**config.mk**
```make
export PLATFORM = sky130hd
export DESIGN_NAME = pic_fetch_decode
export DESIGN_NICKNAME = d
export VERILOG_FILES = /design/src/rtl/pic_fetch_decode_pkg.sv /design/src/rtl/pic_stack.sv /design/src/rtl/pic_fetch_decode.sv
export SDC_FILE = /design/constraint.sdc
export NUM_CORES = 1
export LEC_CHECK = 0
export CORE_MARGIN = 1
export CORE_UTILIZATION = 29
export DETAILED_ROUTE_END_ITERATION = 10
export MAX_ROUTING_LAYER = met4
export SLEW_MARGIN = 30
export SYNTH_ARGS = -nofsm -noshare
export SYNTH_HDL_FRONTEND = slang
export SYNTH_SLANG_ARGS = --single-unit
```
**constraint.sdc**
```tcl
create_clock -name CLK -period 4.99 [get_ports CLK]
set_input_delay 0.7485 -clock CLK [delete_from_list [all_inputs] [get_ports CLK]]
set_output_delay 0.7485 -clock CLK [all_outputs]
set_load 0.01 [all_outputs]
```
**src/rtl/pic_fetch_decode_pkg.sv**
```systemverilog
// Shared definitions for the PIC16 mid-range fetch/decode slice:
// ALU operation codes, instruction classes, fixed encodings and the
// opcode classification helpers used by the execute-stage decoder.
package pic_fetch_decode_pkg;

   localparam int INSTR_W = 14;

   // Fixed single-word encodings
   localparam logic [INSTR_W-1:0] NOP_WORD    = 14'h0000;
   localparam logic [INSTR_W-1:0] RETURN_WORD = 14'h0008;
   localparam logic [INSTR_W-1:0] RETFIE_WORD = 14'h0009;
   localparam logic [INSTR_W-1:0] SLEEP_WORD  = 14'h0063;
   localparam logic [INSTR_W-1:0] CLRWDT_WORD = 14'h0064;

   // Instruction-class patterns on IR[13:7] (x = don't care)
   localparam logic [6:0] PAT_MOVWF  = 7'b0000001;
   localparam logic [6:0] PAT_CLRF   = 7'b0000011;
   localparam logic [6:0] PAT_CLRW   = 7'b0000010;
   localparam logic [6:0] PAT_DECFSZ = 7'b001011?;
   localparam logic [6:0] PAT_INCFSZ = 7'b001111?;
   localparam logic [6:0] PAT_BYTE   = 7'b00?????;
   localparam logic [6:0] PAT_BCF    = 7'b0100???;
   localparam logic [6:0] PAT_BSF    = 7'b0101???;
   localparam logic [6:0] PAT_BTFSC  = 7'b0110???;
   localparam logic [6:0] PAT_BTFSS  = 7'b0111???;
   localparam logic [6:0] PAT_CALL   = 7'b100????;
   localparam logic [6:0] PAT_GOTO   = 7'b101????;
   localparam logic [6:0] PAT_RETLW  = 7'b1101???;
   localparam logic [6:0] PAT_LITBAD = 7'b111011?;
   localparam logic [6:0] PAT_LIT    = 7'b11?????;

   // ALU operation codes driven on CB
   typedef enum logic [4:0] {
      INOP   = 5'd0,
      IPASSW = 5'd1,
      ICLR   = 5'd2,
      ISUB   = 5'd3,
      IDEC   = 5'd4,
      IIOR   = 5'd5,
      IAND   = 5'd6,
      IXOR   = 5'd7,
      IADD   = 5'd8,
      IPASSF = 5'd9,
      ICOM   = 5'd10,
      IINC   = 5'd11,
      IRRF   = 5'd12,
      IRLF   = 5'd13,
      ISWAP  = 5'd14,
      IBCF   = 5'd15,
      IBSF   = 5'd16,
      IBTST  = 5'd17,
      IPASSK = 5'd18
   } alu_op_t;

   // Decoded instruction classes seen by the execute stage
   typedef enum logic [3:0] {
      C_NONE,
      C_MOVWF,
      C_CLRF,
      C_CLRW,
      C_BYTE,
      C_SKIPF,
      C_BCF,
      C_BSF,
      C_BTFSC,
      C_BTFSS,
      C_CALL,
      C_GOTO,
      C_RETURN,
      C_RETLW,
      C_LIT
   } instr_class_t;

   // Classify an instruction word; the chain order resolves overlapping patterns
   function automatic instr_class_t classify(input logic [INSTR_W-1:0] ir);
      instr_class_t c;
      logic [6:0]   hi;
      hi = ir[13:7];
      c  = C_NONE;
      if (ir == RETURN_WORD)                                   c = C_RETURN;
      else if (ir == NOP_WORD    || ir == RETFIE_WORD ||
               ir == SLEEP_WORD  || ir == CLRWDT_WORD)          c = C_NONE;
      else if (hi ==? PAT_MOVWF)                                c = C_MOVWF;
      else if (hi ==? PAT_CLRF)                                 c = C_CLRF;
      else if (hi ==? PAT_CLRW)                                 c = C_CLRW;
      else if (hi == 7'b0000000)                                c = C_NONE;
      else if (hi ==? PAT_DECFSZ || hi ==? PAT_INCFSZ)          c = C_SKIPF;
      else if (hi ==? PAT_BYTE)                                 c = C_BYTE;
      else if (hi ==? PAT_BCF)                                  c = C_BCF;
      else if (hi ==? PAT_BSF)                                  c = C_BSF;
      else if (hi ==? PAT_BTFSC)                                c = C_BTFSC;
      else if (hi ==? PAT_BTFSS)                                c = C_BTFSS;
      else if (hi ==? PAT_CALL)                                 c = C_CALL;
      else if (hi ==? PAT_GOTO)                                 c = C_GOTO;
      else if (hi ==? PAT_RETLW)                                c = C_RETLW;
      else if (hi ==? PAT_LITBAD)                               c = C_NONE;
      else if (hi ==? PAT_LIT)                                  c = C_LIT;
      return c;
   endfunction

   // ALU operation for a byte-oriented file instruction, keyed by IR[11:8]
   function automatic alu_op_t byte_alu_op(input logic [3:0] op);
      alu_op_t a;
      case (op)
         4'h2:    a = ISUB;
         4'h3:    a = IDEC;
         4'h4:    a = IIOR;
         4'h5:    a = IAND;
         4'h6:    a = IXOR;
         4'h7:    a = IADD;
         4'h8:    a = IPASSF;
         4'h9:    a = ICOM;
         4'hA:    a = IINC;
         4'hB:    a = IDEC;
         4'hC:    a = IRRF;
         4'hD:    a = IRLF;
         4'hE:    a = ISWAP;
         4'hF:    a = IINC;
         default: a = INOP;
      endcase
      return a;
   endfunction

   // ALU operation for a literal instruction, keyed by IR[11:8]
   function automatic alu_op_t lit_alu_op(input logic [3:0] op);
      alu_op_t a;
      a = INOP;
      if (op ==? 4'b0???)       a = IPASSK;
      else if (op == 4'b1000)   a = IIOR;
      else if (op == 4'b1001)   a = IAND;
      else if (op == 4'b1010)   a = IXOR;
      else if (op ==? 4'b110?)  a = ISUB;
      else if (op ==? 4'b111?)  a = IADD;
      return a;
   endfunction

endpackage

```
**src/rtl/pic_stack.sv**
```systemverilog
// Circular return-address stack. A push past the last entry silently
// overwrites the oldest one; a pop on an empty stack just wraps the
// pointer and exposes whatever was left there.
module pic_stack
   import pic_fetch_decode_pkg::*;
#(
   parameter int WIDTH = 11,
   parameter int DEPTH = 8
) (
   input  logic             CLK,
   input  logic             RST_N,
   input  logic             push,
   input  logic             pop,
   input  logic [WIDTH-1:0] push_data,
   output logic [WIDTH-1:0] top
);

   localparam int PTR_W = $clog2(DEPTH);

   logic [WIDTH-1:0] mem [DEPTH];
   logic [PTR_W-1:0] ptr;
   logic [PTR_W-1:0] top_idx;

   assign top_idx = ptr - PTR_W'(1);
   assign top     = mem[top_idx];

   // Pointer and entry updates; push writes at the pointer then advances it
   always_ff @(posedge CLK or negedge RST_N) begin
      if (!RST_N) begin
         ptr <= '0;
         for (int i = 0; i < DEPTH; i++) begin
            mem[i] <= '0;
         end
      end else if (push) begin
         mem[ptr] <= push_data;
         ptr      <= ptr + PTR_W'(1);
      end else if (pop) begin
         ptr <= top_idx;
      end
   end

endmodule

```
**src/rtl/pic_fetch_decode.sv**
```systemverilog
// Two-stage PIC16 mid-range front end: fetch PDATA at PADDR into IR while
// the previous IR is decoded combinationally into ALU/write controls.
// Branches, calls, returns and taken skips replace the fetched word with NOP.
module pic_fetch_decode
   import pic_fetch_decode_pkg::*;
#(
   parameter int PC_W        = 11,
   parameter int STACK_DEPTH = 8,
   parameter int RESET_VEC   = 0
) (
   input  logic            CLK,
   input  logic            RST_N,
   output logic [PC_W-1:0] PADDR,
   input  logic [13:0]     PDATA,
   input  logic            ZERO,
   output logic [4:0]      CB,
   output logic            WE,
   output logic            FWE,
   output logic [2:0]      B,
   output logic [6:0]      FADDR,
   output logic [7:0]      K,
   output logic            LSEL
);

   logic [PC_W-1:0] pc;
   logic [PC_W-1:0] pc_next;
   logic [PC_W-1:0] pc_inc;
   logic [PC_W-1:0] jump_target;
   logic [PC_W-1:0] stack_top;
   logic [13:0]     ir;
   logic [13:0]     ir_next;
   instr_class_t    iclass;
   alu_op_t         alu_op;
   logic            skip;
   logic            stack_push;
   logic            stack_pop;

   assign iclass = classify(ir);
   assign pc_inc = pc + PC_W'(1);

   // GOTO/CALL replace the low eleven PC bits and keep any upper page bits
   generate
      if (PC_W > 11) begin : g_paged_target
         assign jump_target = {pc[PC_W-1:11], ir[10:0]};
      end else begin : g_flat_target
         assign jump_target = ir[PC_W-1:0];
      end
   endgenerate

   assign PADDR = pc;
   assign B     = ir[9:7];
   assign FADDR = ir[6:0];
   assign K     = ir[7:0];
   assign CB    = alu_op;

   // Execute-stage decode of IR into ALU operation and write enables
   always_comb begin
      alu_op = INOP;
      WE     = 1'b0;
      FWE    = 1'b0;
      LSEL   = 1'b0;
      case (iclass)
         C_MOVWF: begin
            alu_op = IPASSW;
            FWE    = 1'b1;
         end
         C_CLRF: begin
            alu_op = ICLR;
            FWE    = 1'b1;
         end
         C_CLRW: begin
            alu_op = ICLR;
            WE     = 1'b1;
         end
         C_BYTE, C_SKIPF: begin
            alu_op = byte_alu_op(ir[11:8]);
            WE     = ~ir[7];
            FWE    = ir[7];
         end
         C_BCF: begin
            alu_op = IBCF;
            FWE    = 1'b1;
         end
         C_BSF: begin
            alu_op = IBSF;
            FWE    = 1'b1;
         end
         C_BTFSC, C_BTFSS: begin
            alu_op = IBTST;
         end
         C_RETLW: begin
            alu_op = IPASSK;
            LSEL   = 1'b1;
            WE     = 1'b1;
         end
         C_LIT: begin
            alu_op = lit_alu_op(ir[11:8]);
            LSEL   = 1'b1;
            WE     = 1'b1;
         end
         default: begin
         end
      endcase
   end

   // Conditional-skip resolution from the ALU zero flag of the executing op
   always_comb begin
      skip = 1'b0;
      case (iclass)
         C_SKIPF: skip = ZERO;
         C_BTFSC: skip = ZERO;
         C_BTFSS: skip = ~ZERO;
         default: skip = 1'b0;
      endcase
   end

   // Next PC, next IR and stack requests; redirects flush the fetched word
   always_comb begin
      pc_next    = pc_inc;
      ir_next    = PDATA;
      stack_push = 1'b0;
      stack_pop  = 1'b0;
      if (iclass == C_GOTO || iclass == C_CALL) begin
         pc_next    = jump_target;
         ir_next    = NOP_WORD;
         stack_push = (iclass == C_CALL);
      end else if (iclass == C_RETURN || iclass == C_RETLW) begin
         pc_next   = stack_top;
         ir_next   = NOP_WORD;
         stack_pop = 1'b1;
      end else if (skip) begin
         ir_next = NOP_WORD;
      end
   end

   // PC and IR registers; reset parks the pipeline on a NOP at the reset vector
   always_ff @(posedge CLK or negedge RST_N) begin
      if (!RST_N) begin
         pc <= PC_W'(RESET_VEC);
         ir <= NOP_WORD;
      end else begin
         pc <= pc_next;
         ir <= ir_next;
      end
   end

   pic_stack #(
      .WIDTH (PC_W),
      .DEPTH (STACK_DEPTH)
   ) u_stack (
      .CLK       (CLK),
      .RST_N     (RST_N),
      .push      (stack_push),
      .pop       (stack_pop),
      .push_data (pc),
      .top       (stack_top)
   );

endmodule

```
### Word level (Yosys, flattened, before mapping)

Memory sizes are Yosys's and may differ from the RTL's.
Cells that the tools add are included.

* bitwise operators: 4
* reduce and logical (&&, ||, !) cells: 18
* shifts and indexed selects: 0
* divide/modulo/power cells: 0
* multipliers: 0
* add/subtract/negate cells: 3
* equal/unequal tests: 37
* multiplexer cells: 44
* $lt $le $gt $ge: 3

Operator list (number)
* $bwmux 88: 1
* $mux 4: 22
* $mux 11: 5
* $eq 4x4->1 const B: 11
* $mux 14: 3
* $pmux 5 s8: 1
* $bmux 11 s3: 1
* $demux 11 s3: 1
* $eq 4x3->1 const B: 8
* $eq 14x4->1 const B: 2
* $eq 14x7->1 const B: 2
* $eq 7x2->1 const B: 2
* $logic_not 14->1: 1
* $eq 3x3->1 const B: 4
* $eq 6x4->1 const B: 2
* $add 11x1->11 const B: 1
* $reduce_or 2->1: 5
* $eq 4x2->1 const B: 2
* $ge 4x4->1 const B: 2
* $not 3->4: 2
* $eq 7x1->1 const B: 1
* $logic_not 7->1: 1
* $eq 6x6->1 const B: 1
* $logic_or 1x1->1: 6
* 15 further kinds: 22

* register bits: 116
* bits in read-only memories: 64
* memories: 1
* bits of input ports: 17
* word-level logic and storage cells: 121
* latch bits: 0
* bits in writable memories: 0

Memories
* (name not given): depth 16, bits a word 4, rd ports 1, clocked after memory_dff 0, wr ports 0, line pic_fetch_decode_pkg.sv:104 `case (op)`

### Longest topological paths before layout

* depth in word-level cells: 24
* mapped depth: 11
* depth with buffers taken out: 7

### Hierarchy

Synthesis repeated with hierarchy kept, for this count alone.

* cell total of the unflattened synthesis: 567
* area, all modules: 6357.3 µm²

Modules (own cells, without submodules)
* pic_stack: area each 4365.4 µm², times used 1, cells an instance 328
* pic_fetch_decode: area each 1991.9 µm², times used 1, cells an instance 239

### Worst setup path after synthesis

Ideal clock, no wire load.

* kind: register -> output
* from: reg ir[8]
* to: out CB[3]
* cell stages (with the launch flop): 9
* path buffers: 2
* path slack: 2.168 ns
* arrival time: 2.074 ns
* cells stage by stage: dfrtp_1 ha_1 clkbuf_1 and4b_1 or4_1 buf_2 nor2_1 nand3b_1 o21ai_0

* cells in the longest elaborated chain, start to end: 20
* elaborated cells on any way between the ends: 55

Ends and longest elaborated chain
* from (decl): line pic_fetch_decode.sv:30 `logic [13:0] ir;`
* from (signal assigned): line pic_fetch_decode.sv:143 `ir <= ir_next;`
* $eq 6x6->1: line pic_fetch_decode_pkg.sv:96 `else if (hi ==? PAT_LITBAD) c = C_NONE;`
* $mux 4: line pic_fetch_decode_pkg.sv:96
* $mux 4: line pic_fetch_decode_pkg.sv:95 `else if (hi ==? PAT_RETLW) c = C_RETLW;`
* $mux 4: line pic_fetch_decode_pkg.sv:94 `else if (hi ==? PAT_GOTO) c = C_GOTO;`
* $mux 4: line pic_fetch_decode_pkg.sv:93 `else if (hi ==? PAT_CALL) c = C_CALL;`
* $mux 4: line pic_fetch_decode_pkg.sv:92 `else if (hi ==? PAT_BTFSS) c = C_BTFSS;`
* $mux 4: line pic_fetch_decode_pkg.sv:91 `else if (hi ==? PAT_BTFSC) c = C_BTFSC;`
* $mux 4: line pic_fetch_decode_pkg.sv:90 `else if (hi ==? PAT_BSF) c = C_BSF;`
* [... 4 more ...]
* $mux 4: line pic_fetch_decode_pkg.sv:85 `else if (hi ==? PAT_CLRW) c = C_CLRW;`
* $mux 4: line pic_fetch_decode_pkg.sv:84 `else if (hi ==? PAT_CLRF) c = C_CLRF;`
* $mux 4: line pic_fetch_decode_pkg.sv:83 `else if (hi ==? PAT_MOVWF) c = C_MOVWF;`
* $mux 4: line pic_fetch_decode_pkg.sv:81 `else if (ir == NOP_WORD || ir == RETFIE_WORD ||`
* $mux 4: line pic_fetch_decode_pkg.sv:80 `if (ir == RETURN_WORD) c = C_RETURN;`
* $eq 4x4->1 (tied with other cells): line pic_fetch_decode.sv:62 `case (iclass)`
* $reduce_or 2->1 (on tied branches)
* $pmux 5 s8 (*): line pic_fetch_decode.sv:62
* to (decl): line pic_fetch_decode.sv:16 `output logic [4:0] CB,`

Mark *: on every way between the ends. The rest lies on a longest branch, timed or not.

### Worst setup path in the final report

* from: reg ir[12]
* to: out CB[2]

* cells in the longest elaborated chain, start to end: 21
* elaborated cells on any way between the ends: 57

Ends and longest elaborated chain
* $eq 2x2->1: line pic_fetch_decode_pkg.sv:97 `else if (hi ==? PAT_LIT) c = C_LIT;`
* $mux 4: line pic_fetch_decode_pkg.sv:97
* $mux 4: line pic_fetch_decode_pkg.sv:96
* $mux 4: line pic_fetch_decode_pkg.sv:95
* $mux 4: line pic_fetch_decode_pkg.sv:94
* $mux 4: line pic_fetch_decode_pkg.sv:93
* $mux 4: line pic_fetch_decode_pkg.sv:92
* $mux 4: line pic_fetch_decode_pkg.sv:91
* [... 5 more ...]
* $mux 4: line pic_fetch_decode_pkg.sv:85
* $mux 4: line pic_fetch_decode_pkg.sv:84
* $mux 4: line pic_fetch_decode_pkg.sv:83
* $mux 4: line pic_fetch_decode_pkg.sv:81
* $mux 4 (*): line pic_fetch_decode_pkg.sv:80
* $eq 4x4->1 (tied with other cells): line pic_fetch_decode.sv:62
* $reduce_or 2->1 (on tied branches)
* $pmux 5 s8 (*): line pic_fetch_decode.sv:62

Marks and branches as above.

==> summary.md <==
| Metric | Value |
|---|---|
| Post-DR wirelength/cell | 19.0 um |
| Detail Route Antenna Nets | 0 |
| Mapped Nets | 520 |
| Distinct cells, synth | 54 |
| Fmax | 251 MHz |
| # clock sinks | approximately 120 |
| Final Skew | roughly 0.012 ns |
| Post-synthesis mux area share | 0.254 |
| Cell Pwr Density | approximately 620 nW/um2 |
| Largest net degree at the start of global routing | 48 |
| Hold_ws | between 0.3 and 0.4 ns |
| Vias per inst | 5.14 |
| Slew headroom | 0.447 |
| Power Internal | 0.00302 W |
| Worst Tran Pin Value | roughly 0.83 ns |
| Max Root-Sink Buffers | 2 |
| Setup violations, final | 0 |
| Adder-Cell Fraction of Synth Area | 0.0144 |
| Vias in the first global route | 4151 |
| Max Transition Viols Final | 0 |
| Area grow syn2layout | 19.2% |
| CTS resizes | 0 |
| Min Tclk post-route | roughly 4 ns |
| Die area | roughly 22000 um2 |
| Crit. End Element | output port |
| Worst-path maximum fanout | 16 |
| Combinational family with the most area after synthesis | multiplexers |
| Switching portion of total power | 0.333 |
| Layout Nets | ~540 |
| Num CTS Buffers | 17 |
| Most frequent cells in the layout | dfrtp_1 (116), mux2_2 (90), clkdlybuf4s50_1 (52) |
| Register share of total power | 0.376 |
| Simple-gate area share of the yosys netlist | 0.106 |
| Ant diodes | 0 |
| Vert. Die Dim | about 150 um |
| #FFs+latches synth | 116 |
| Post-CTS Hold Fix Bufs | 0 |
| Core Region | ~20000 um2 |
| Starting Density | 0.298 |
| Global placement routability congestion | about 0.85 |
| I/O Buffers | 53 |
| Switching pwr | 0.00151 W |
| Mapped cell area | 6090 um2 |
| Syn Area/Cell | roughly 12 um2 |
| Post-Synthesis Cells | 496 |
| Critical path type | flip-flop to output port |
| TritonCTS clock tree | done |
| H-tree levels | 4 |
| TNS Setup | 0 ns |
| Clk slew on worst S/H paths | approximately 0.06 ns |
| Commonest non-fill, non-tap cell in the layout | dfrtp_1 |
| Post-layout instance area | 7260 um2 |
| Non-Filler Instances | 795 |
| Synth Warn # | 0 |
| Overflow after GRT | 0 |
| Max Cap Violations | 0 |
| Gr usage total | 0.154 |
| Width of the die | 147 um |
| Placed Area | roughly 6700 um2 |
| FFs w/ async S/R, synth | 1.00 |
| I/O pin total | 54 |
| Leak | 3.10 nW |
| Post-detail-place hpwl | a little under 10000 um |
| Compound-Gate Fraction of Synth Area | 0.0680 |
| Crit path cell chain | nor2b_1 > or4_1 > nor2_1 > nand3b_1 > o221ai_1 > clkdlybuf4s50_1 |
| Final hold viol count | 0 |
| Predominant post-synthesis flop cell | dfrtp_1 |
| Period utilization | 0.799 |
| Logic pwr share | 0.355 |
| Worst setup SP type | flip-flop |
| Worst endpoint data arrival time | approximately 3.2 ns |
| Number of DRC markers in iteration 0 | between 150 and 200 |
| Placed cell count | 764 |
| Worst VDD drop | between 200 and 250 uV |
| XOR/XNOR Fraction of Synth Area | 0.0214 |
| Num rows | 52 |
| CTS root buf | clkbuf_16 |
| DRT Pass-1 Iters | 4 |
| Total power | approximately 0.0045 W |
| Worst Path Required | about 4.2 ns |
| Post-synth EDFFs | 0 |
| RSZ-0062 raised after global routing | no |
| Initial antenna violation count | 0 |
| Worst skew pair latency | roughly 0.41 ns |
| Clk pwr share | 0.269 |
| # fillers | approximately 2000 |
| Slowest CP cell | or4_1 |
| Remaining DRCs | 0 |
| Post-synthesis sequential area ratio | 0.477 |
| Share of cells above drive strength 1 | 0.291 |
| Critical Path Max Stage Delay | 0.74 ns |
| First-pass GRT wire length | between 20000 and 25000 um |
| Drt total wl | approximately 15000 um |
| DR vias | 4085 |
| Post-CTS Setup Bufs | 0 |
| Status | finished clean |
| Worst min-delay path class | primary input to asynchronous set/reset pin |
-- Yosys cell counts, types with 4 or more instances --
| cell type | instances | area, um2 |
|---|---|---|
| nor2b_1 | 13 | 81.3 |
| xnor2_1 | 9 | 78.8 |
| and2_1 | 17 | 106 |
| dfrtp_1 | 116 | 2900 |
| nand4_1 | 4 | 25.0 |
| a211oi_1 | 8 | 60.1 |
| xor2_1 | 4 | 35.0 |
| nor2_1 | 14 | 52.6 |
| nand3_1 | 9 | 45.0 |
| buf_2 | 17 | 85.1 |
| nand2b_1 | 4 | 25.0 |
| mux2i_1 | 4 | 40.0 |
| nand2_1 | 27 | 101 |
| inv_1 | 8 | 30.0 |
| clkbuf_1 | 18 | 67.6 |
| o21ai_0 | 14 | 70.1 |
| mux2_2 | 90 | 1010 |
| mux4_2 | 22 | 495 |
| buf_4 | 21 | 158 |
| ha_1 | 7 | 87.6 |
| a21oi_1 | 10 | 50.1 |
| nor3_1 | 9 | 45.0 |
-- worst paths after layout --
check / slack [ns] / end / cells after the start / start
setup / recovery: 1.00 / CB[2] / 6 / ir[12]
hold / removal: 0.35 / ir[6] / 1 / RST_N
setup reg to reg: 2.04 / u_stack.mem[18] / 5 / ir[12]
hold reg to reg: 0.50 / u_stack.mem[66] / 1 / u_stack.mem[66]
max in group asynchronous: 3.64 / u_stack.mem[83] / 2 / RST_N
min in group CLK: 0.50 / u_stack.mem[66] / 1 / u_stack.mem[66]
-- critical path, delay by kind of cell (launching register included) --
kind                   cells  cell delay, ns
buffers and inverters      1            0.57
AND/OR/NAND/NOR            4            1.39
flip-flops                 1            0.66
AO/OA/AOI/OAI              1            0.21
-- stage by stage --
stage / utilization / worst slack (ns)
CTS: 0.355 / 0.997
global placement: 0.326 / 1.52
global route: 0.355 / 0.769
finish: 0.355 / 1.00
detailed placement: 0.326 / 1.47
floorplan: - / 2.17
-- registers in the layout (all words and copies together) (netlist names) --
signal / count
u_stack.mem: 88
ir: 14
PADDR: 11
u_stack.ptr: 3
-- area by class of cell --
class / instances / area (um2) / share of cell area
Timing Repair Buffer: 58 / 566 / 0.0779
Inverter: 8 / 30.0 / 0.00414
Clock buffer: 21 / 460 / 0.0634
Clock inverter: 10 / 131 / 0.0181
Sequential cell: 116 / 2900 / 0.400
Multi-Input combinational cell: 312 / 2830 / 0.390
Tap cell: 270 / 338 / 0.0466
-- power by group through the flow --
stage,Clock [W],Sequential [W],Combinational (W)
after floorplan,0,0.00149,0.00129
after global placement,0,0.00166,0.00159
after detailed placement,0,0.00171,0.00162
after CTS,0.00124,0.00170,0.00163
after global routing,0.00129,0.00176,0.00173
final,0.00122,0.00170,0.00161
-- per-layer routing --
metal / share of wire / GRT usage / vias up
met5: 0 / - / -
met4: 0.016 / 0.0474 / 0
met3: 0.051 / 0.0401 / 17
met2: 0.46 / 0.230 / 135
met1: 0.47 / 0.204 / 2109
li1: - / - / 1824
-- logic make-up after synthesis --
group / Yosys count
adders and majority gates: 7
xor gates and xnor gates: 14
and+or+nand+nor: 117
AOI/OAI and AO/OA: 58
muxes: 116
DFF: 116
buffers and inverters: 68
No activity file was read; power rests on OpenSTA's default activity.
